===== config.mk =====
export PLATFORM = sky130hd
export DESIGN_NAME = cipher_tx
export DESIGN_NICKNAME = d
export VERILOG_FILES = /design/src/rtl/cipher_tx.sv
export SDC_FILE = /design/constraint.sdc
export NUM_CORES = 1
export LEC_CHECK = 0
export ABC_AREA = 1
export CORE_MARGIN = 5
export CORE_UTILIZATION = 59
export CTS_CLUSTER_DIAMETER = 40
export DETAILED_ROUTE_END_ITERATION = 10
export GPL_TIMING_DRIVEN = 0
export HOLD_SLACK_MARGIN = 0.05
export PLACE_DENSITY_LB_ADDON = 0.12
export SYNTH_ARGS = -nofsm -noshare
export SYNTH_HDL_FRONTEND = slang
export SYNTH_SLANG_ARGS = --single-unit

===== constraint.sdc =====
create_clock -name clock -period 2.8 [get_ports clock]
set_input_delay 0.56 -clock clock [delete_from_list [all_inputs] [get_ports clock]]
set_output_delay 0.56 -clock clock [all_outputs]
set_load 0.005 [all_outputs]

===== src/rtl/cipher_tx.sv =====
// Serial framer for encrypted words: start, N data bits LSB first, even parity, stop; first bit leaves one cycle after the handshake.
// data_ready is high only in IDLE; words offered while a frame is in flight are dropped, never queued.
module cipher_tx #(
    parameter int N            = 16,
    parameter int CLKS_PER_BIT = 8
) (
    input  logic         clock,
    input  logic         n_reset,
    input  logic [N-1:0] data_in,
    input  logic         data_valid,
    output logic         data_ready,
    output logic         tx,
    output logic         busy,
    output logic         tx_done
);

    localparam int CW = (CLKS_PER_BIT > 1) ? $clog2(CLKS_PER_BIT) : 1;
    localparam int BW = (N > 1) ? $clog2(N) : 1;

    localparam logic [CW-1:0] BAUD_LAST = CW'(CLKS_PER_BIT - 1);
    localparam logic [BW-1:0] BIT_LAST  = BW'(N - 1);

    localparam logic [2:0] IDLE   = 3'd0;
    localparam logic [2:0] START  = 3'd1;
    localparam logic [2:0] DATA   = 3'd2;
    localparam logic [2:0] PARITY = 3'd3;
    localparam logic [2:0] STOP   = 3'd4;

    logic [2:0]    state_q,   state_d;
    logic [N-1:0]  shift_q,   shift_d;
    logic [BW-1:0] bit_idx_q, bit_idx_d;
    logic [CW-1:0] baud_q,    baud_d;
    logic          parity_q,  parity_d;
    logic          tx_q,      tx_d;
    logic          busy_q,    busy_d;
    logic          ready_q,   ready_d;
    logic          done_q,    done_d;
    logic          baud_end;

    assign baud_end = (baud_q == BAUD_LAST);

    always_comb begin
        state_d   = state_q;
        shift_d   = shift_q;
        bit_idx_d = bit_idx_q;
        baud_d    = baud_q;
        parity_d  = parity_q;
        done_d    = 1'b0;

        case (state_q)
            IDLE: begin
                baud_d = '0;
                if (data_valid) begin
                    shift_d   = data_in;
                    parity_d  = ^data_in;
                    bit_idx_d = '0;
                    state_d   = START;
                end
            end
            START: begin
                if (baud_end) begin
                    baud_d  = '0;
                    state_d = DATA;
                end else begin
                    baud_d = baud_q + 1'b1;
                end
            end
            DATA: begin
                if (baud_end) begin
                    baud_d  = '0;
                    shift_d = shift_q >> 1;
                    if (bit_idx_q == BIT_LAST) begin
                        bit_idx_d = '0;
                        state_d   = PARITY;
                    end else begin
                        bit_idx_d = bit_idx_q + 1'b1;
                    end
                end else begin
                    baud_d = baud_q + 1'b1;
                end
            end
            PARITY: begin
                if (baud_end) begin
                    baud_d  = '0;
                    state_d = STOP;
                end else begin
                    baud_d = baud_q + 1'b1;
                end
            end
            STOP: begin
                if (baud_end) begin
                    baud_d  = '0;
                    state_d = IDLE;
                    done_d  = 1'b1;
                end else begin
                    baud_d = baud_q + 1'b1;
                end
            end
            default: begin
                baud_d  = '0;
                state_d = IDLE;
            end
        endcase

        // Outputs are decoded from the next state so the registered line changes on the bit boundary itself.
        case (state_d)
            START:   tx_d = 1'b0;
            DATA:    tx_d = shift_d[0];
            PARITY:  tx_d = parity_d;
            default: tx_d = 1'b1;
        endcase
        busy_d  = (state_d != IDLE);
        ready_d = (state_d == IDLE);
    end

    always_ff @(posedge clock) begin
        if (!n_reset) begin
            state_q   <= IDLE;
            shift_q   <= '0;
            bit_idx_q <= '0;
            baud_q    <= '0;
            parity_q  <= 1'b0;
            tx_q      <= 1'b1;
            busy_q    <= 1'b0;
            ready_q   <= 1'b1;
            done_q    <= 1'b0;
        end else begin
            state_q   <= state_d;
            shift_q   <= shift_d;
            bit_idx_q <= bit_idx_d;
            baud_q    <= baud_d;
            parity_q  <= parity_d;
            tx_q      <= tx_d;
            busy_q    <= busy_d;
            ready_q   <= ready_d;
            done_q    <= done_d;
        end
    end

    assign data_ready = ready_q;
    assign tx         = tx_q;
    assign busy       = busy_q;
    assign tx_done    = done_q;

endmodule


==> results by group <==
CTS
  – CTS tree: yes
  – Root cell of the clock tree: clkbuf_4
  – Max Root-Sink Buffers: 2
  – Resized cells post-CTS: 0
  – Hold buffer count at cts: 0
  – H-tree levels: 2
  – Setup bufs post-CTS: 0
  – Clk_lat worst skew: between 0.3 and 0.4 ns
  – CTS Sinks: 31
  – Clock Pin Slew Worst Setup and Hold Paths: about 0.09 ns
  – TritonCTS Buffers: 5

Layout
  – Most common cell after layout, fill and taps aside: nand2_1
  – Layout cells sized above 1: 0.09206
  – Diodes inserted: 0
  – # fillers: 266
  – Final Non-Filler Cells: about 350
  – Area of the multi-input gates: just over 0.001 mm2
  – Area delta synth->final: 18.22%
  – Commonest cells after routing, fill and taps aside: 92 x nand2_1, 34 x nor2_1, 32 x inv_1
  – Final nets: 337
  – FF/Latch Area: slightly above 600 um2

Global routing
  – Vias in the first global route: approximately 1600
  – Largest net degree at the start of global routing: 11
  – Tot GR Track Use: 0.1933
  – Gr ovfl total: 0
  – First-pass GRT wire length: 6.617 mm
  – Initial antenna violation count: 0

Synthesis
  – Main synth FF type: dfxtp_1
  – Cells after Synth: 285
  – Post-synth EDFFs: 0
  – Top post-synthesis cells by area: dfxtp_1 34%, nand2_1 19%, nor2_1 7.0%
  – Ys async rst share: 0
  – Syn_nets: roughly 300
  – Post-synth cell types: 28
  – Mapped cell area: 0.001813 mm2
  – Post-Syn Area per Cell: between 6 and 7 um2
  – Yosys top cell by area: dfxtp_1
  – Sequential share of the synthesized area: 0.3423
  – Register bit total from synthesis: 31
  – Post-synth top area share: 0.3423
  – Yosys warning total: 0

Critical path
  – WS Path Type: reg2reg
  – Crit-path cells: ha_1 > ha_1 > buf_2 > inv_1 > a21oi_4 > inv_4 > buf_2 > a21oi_1 > nor2_1
  – Crit. End Element: flip-flop
  – CP Launch Point: baud_q[0]
  – Crit path max fanout: 10
  – CP Data Required Time: 3.00 ns
  – RR Startpoint: baud_q[0]
  – CP arrival: 2.05 ns
  – Critical Path Source Type: flip-flop
  – Crit-path slowest cell: dfxtp_1
  – Crit path largest cell delay: 0.35 ns

Floorplanning
  – Die area: 0.004282 mm2
  – Ports: 23
  – Site Rows: 20
  – Starting Density: 0.6038
  – Area of the core: between 0.003 and 0.004 mm2
  – Die Ht: 65.44 um
  – Die width: between 60 and 70 um

Timing
  – Final setup violation count: 0
  – FMAX: around 540 MHz
  – Clock Skew: ~0.0081 ns
  – Final hold viol count: 0
  – Fin crit period: between 1.5 and 2 ns
  – RSZ-0062 raised after global routing: false
  – Setup TNS: 0 ns
  – Final worst-path cycle share: 0.6587
  – Rel. slew slack: 0.7105
  – Final slew viol count: 0
  – Slew @ Worst Pin: 0.4343 ns

Power and ir drop
  – Pwr/cell area: 445.1 mW/mm2
  – P_leak: 0.001033 uW
  – Worst VDD drop: 0.0002208 V

Placed design
  – Dpl cells: between 300 and 400
  – Placer Congestion: 0.7728
  – IO Port Bufs: 22
  – Final HPWL DP: 2.808 mm

Drt
  – Antenna viol nets, final: 0
  – Drt pass-1 iters: 4
  – Drc violations: 0
  – Wire per inst: a little over 10 um
  – Via density: between 5 and 6
  – First-iteration detailed-routing DRC count: 75
  – DRT Wirelength: approximately 3.6 mm
  – Routed vias: 1751

Run status
  – Status: finished, final reports clean

Worst hold path
  – Type of the tightest min-delay check: reg2reg
  – Hold Path Origin: baud_q[0]

Flow run
  – Max Cap Viol: 0
## layout make-up
cell class	count	area share
Inverter	37	0.06597
Clock buffer	8	0.03211
Multi-Input combinational cell	209	0.4693
Timing Repair Buffer	22	0.1027
Tap cell	33	0.01926
Sequential cell	31	0.2895
Buffer	8	0.02102
## flip-flops by register name (all words and copies together), names as in the netlist
signal and count:
busy 1, bit_idx_q 4, parity_q 1, shift_q 16
tx_done 1, baud_q 3, data_ready 1, state_q 3
tx 1
## critical path: cells and delay by family (launching register included)
kind	cells	cell delay [ns]
AO/OA/AOI/OAI	2	0.38
flip-flops	1	0.35
AND/OR/NAND/NOR	1	0.05
buffers and inverters	4	0.63
adder cells (fa/ha/maj)	2	0.32
## report_power, final
part / switching (uW) / total [uW] / internal, uW
Combinational: 105 / 186 / 80.3
Sequential: 12.2 / 477 / 464
Clock: 144 / 292 / 148
Total: 262 / 954 / 692
## metal layers
metal  GRT usage  wire length (um)
met5           0                 0
met4     0.08549                74
met3     0.02906               127
met2      0.3338              1684
met1      0.2360              1671
## cell usage after synthesis (all sizes together), types with 3 or more instances
library cell	instances
nand3	22
ha	4
nand2	95
nor3	4
clkbuf	3
o21ai	15
buf	5
inv	37
dfxtp	31
nor2	39
a21oi	21
## worst paths after layout
path | to | depth (start not counted) | slack [ns]
max | shift_q[11] | 9 | 0.96
min | baud_q[0] | 1 | 0.43
min reg2reg | baud_q[0] | 1 | 0.43
max reg2reg | shift_q[11] | 9 | 0.96
## kinds of logic (layout without fill, tap and decap cells)
family,Yosys count,in the layout,synth area share
adders and majority gates,4,4,0.02761
buffers and inverters,45,75,0.1028
xor gates and xnor gates,2,2,0.009664
AOI/OAI and AO/OA,41,41,0.1394
and+or+nand+nor,162,162,0.3782
DFF,31,31,0.3423
## per-stage QoR
step	power [uW]	worst slack, ns	area, um2	utilization	hold slack, ns
3_3_place_gp	668.6	0.7476	2074	0.6908	0.4138
5_1_grt	1012	0.7320	2143	0.7138	0.4518
4_1_cts	961.3	0.9333	2143	0.7138	0.4306
6_report	953.9	0.9556	2143	0.7138	0.4287
3_5_place_dp	673.2	0.7369	2074	0.6908	0.4177
2_1_floorplan	606.7	1.188	1813	-	0.3990
Note: power is estimated with default switching activity, not from simulation.
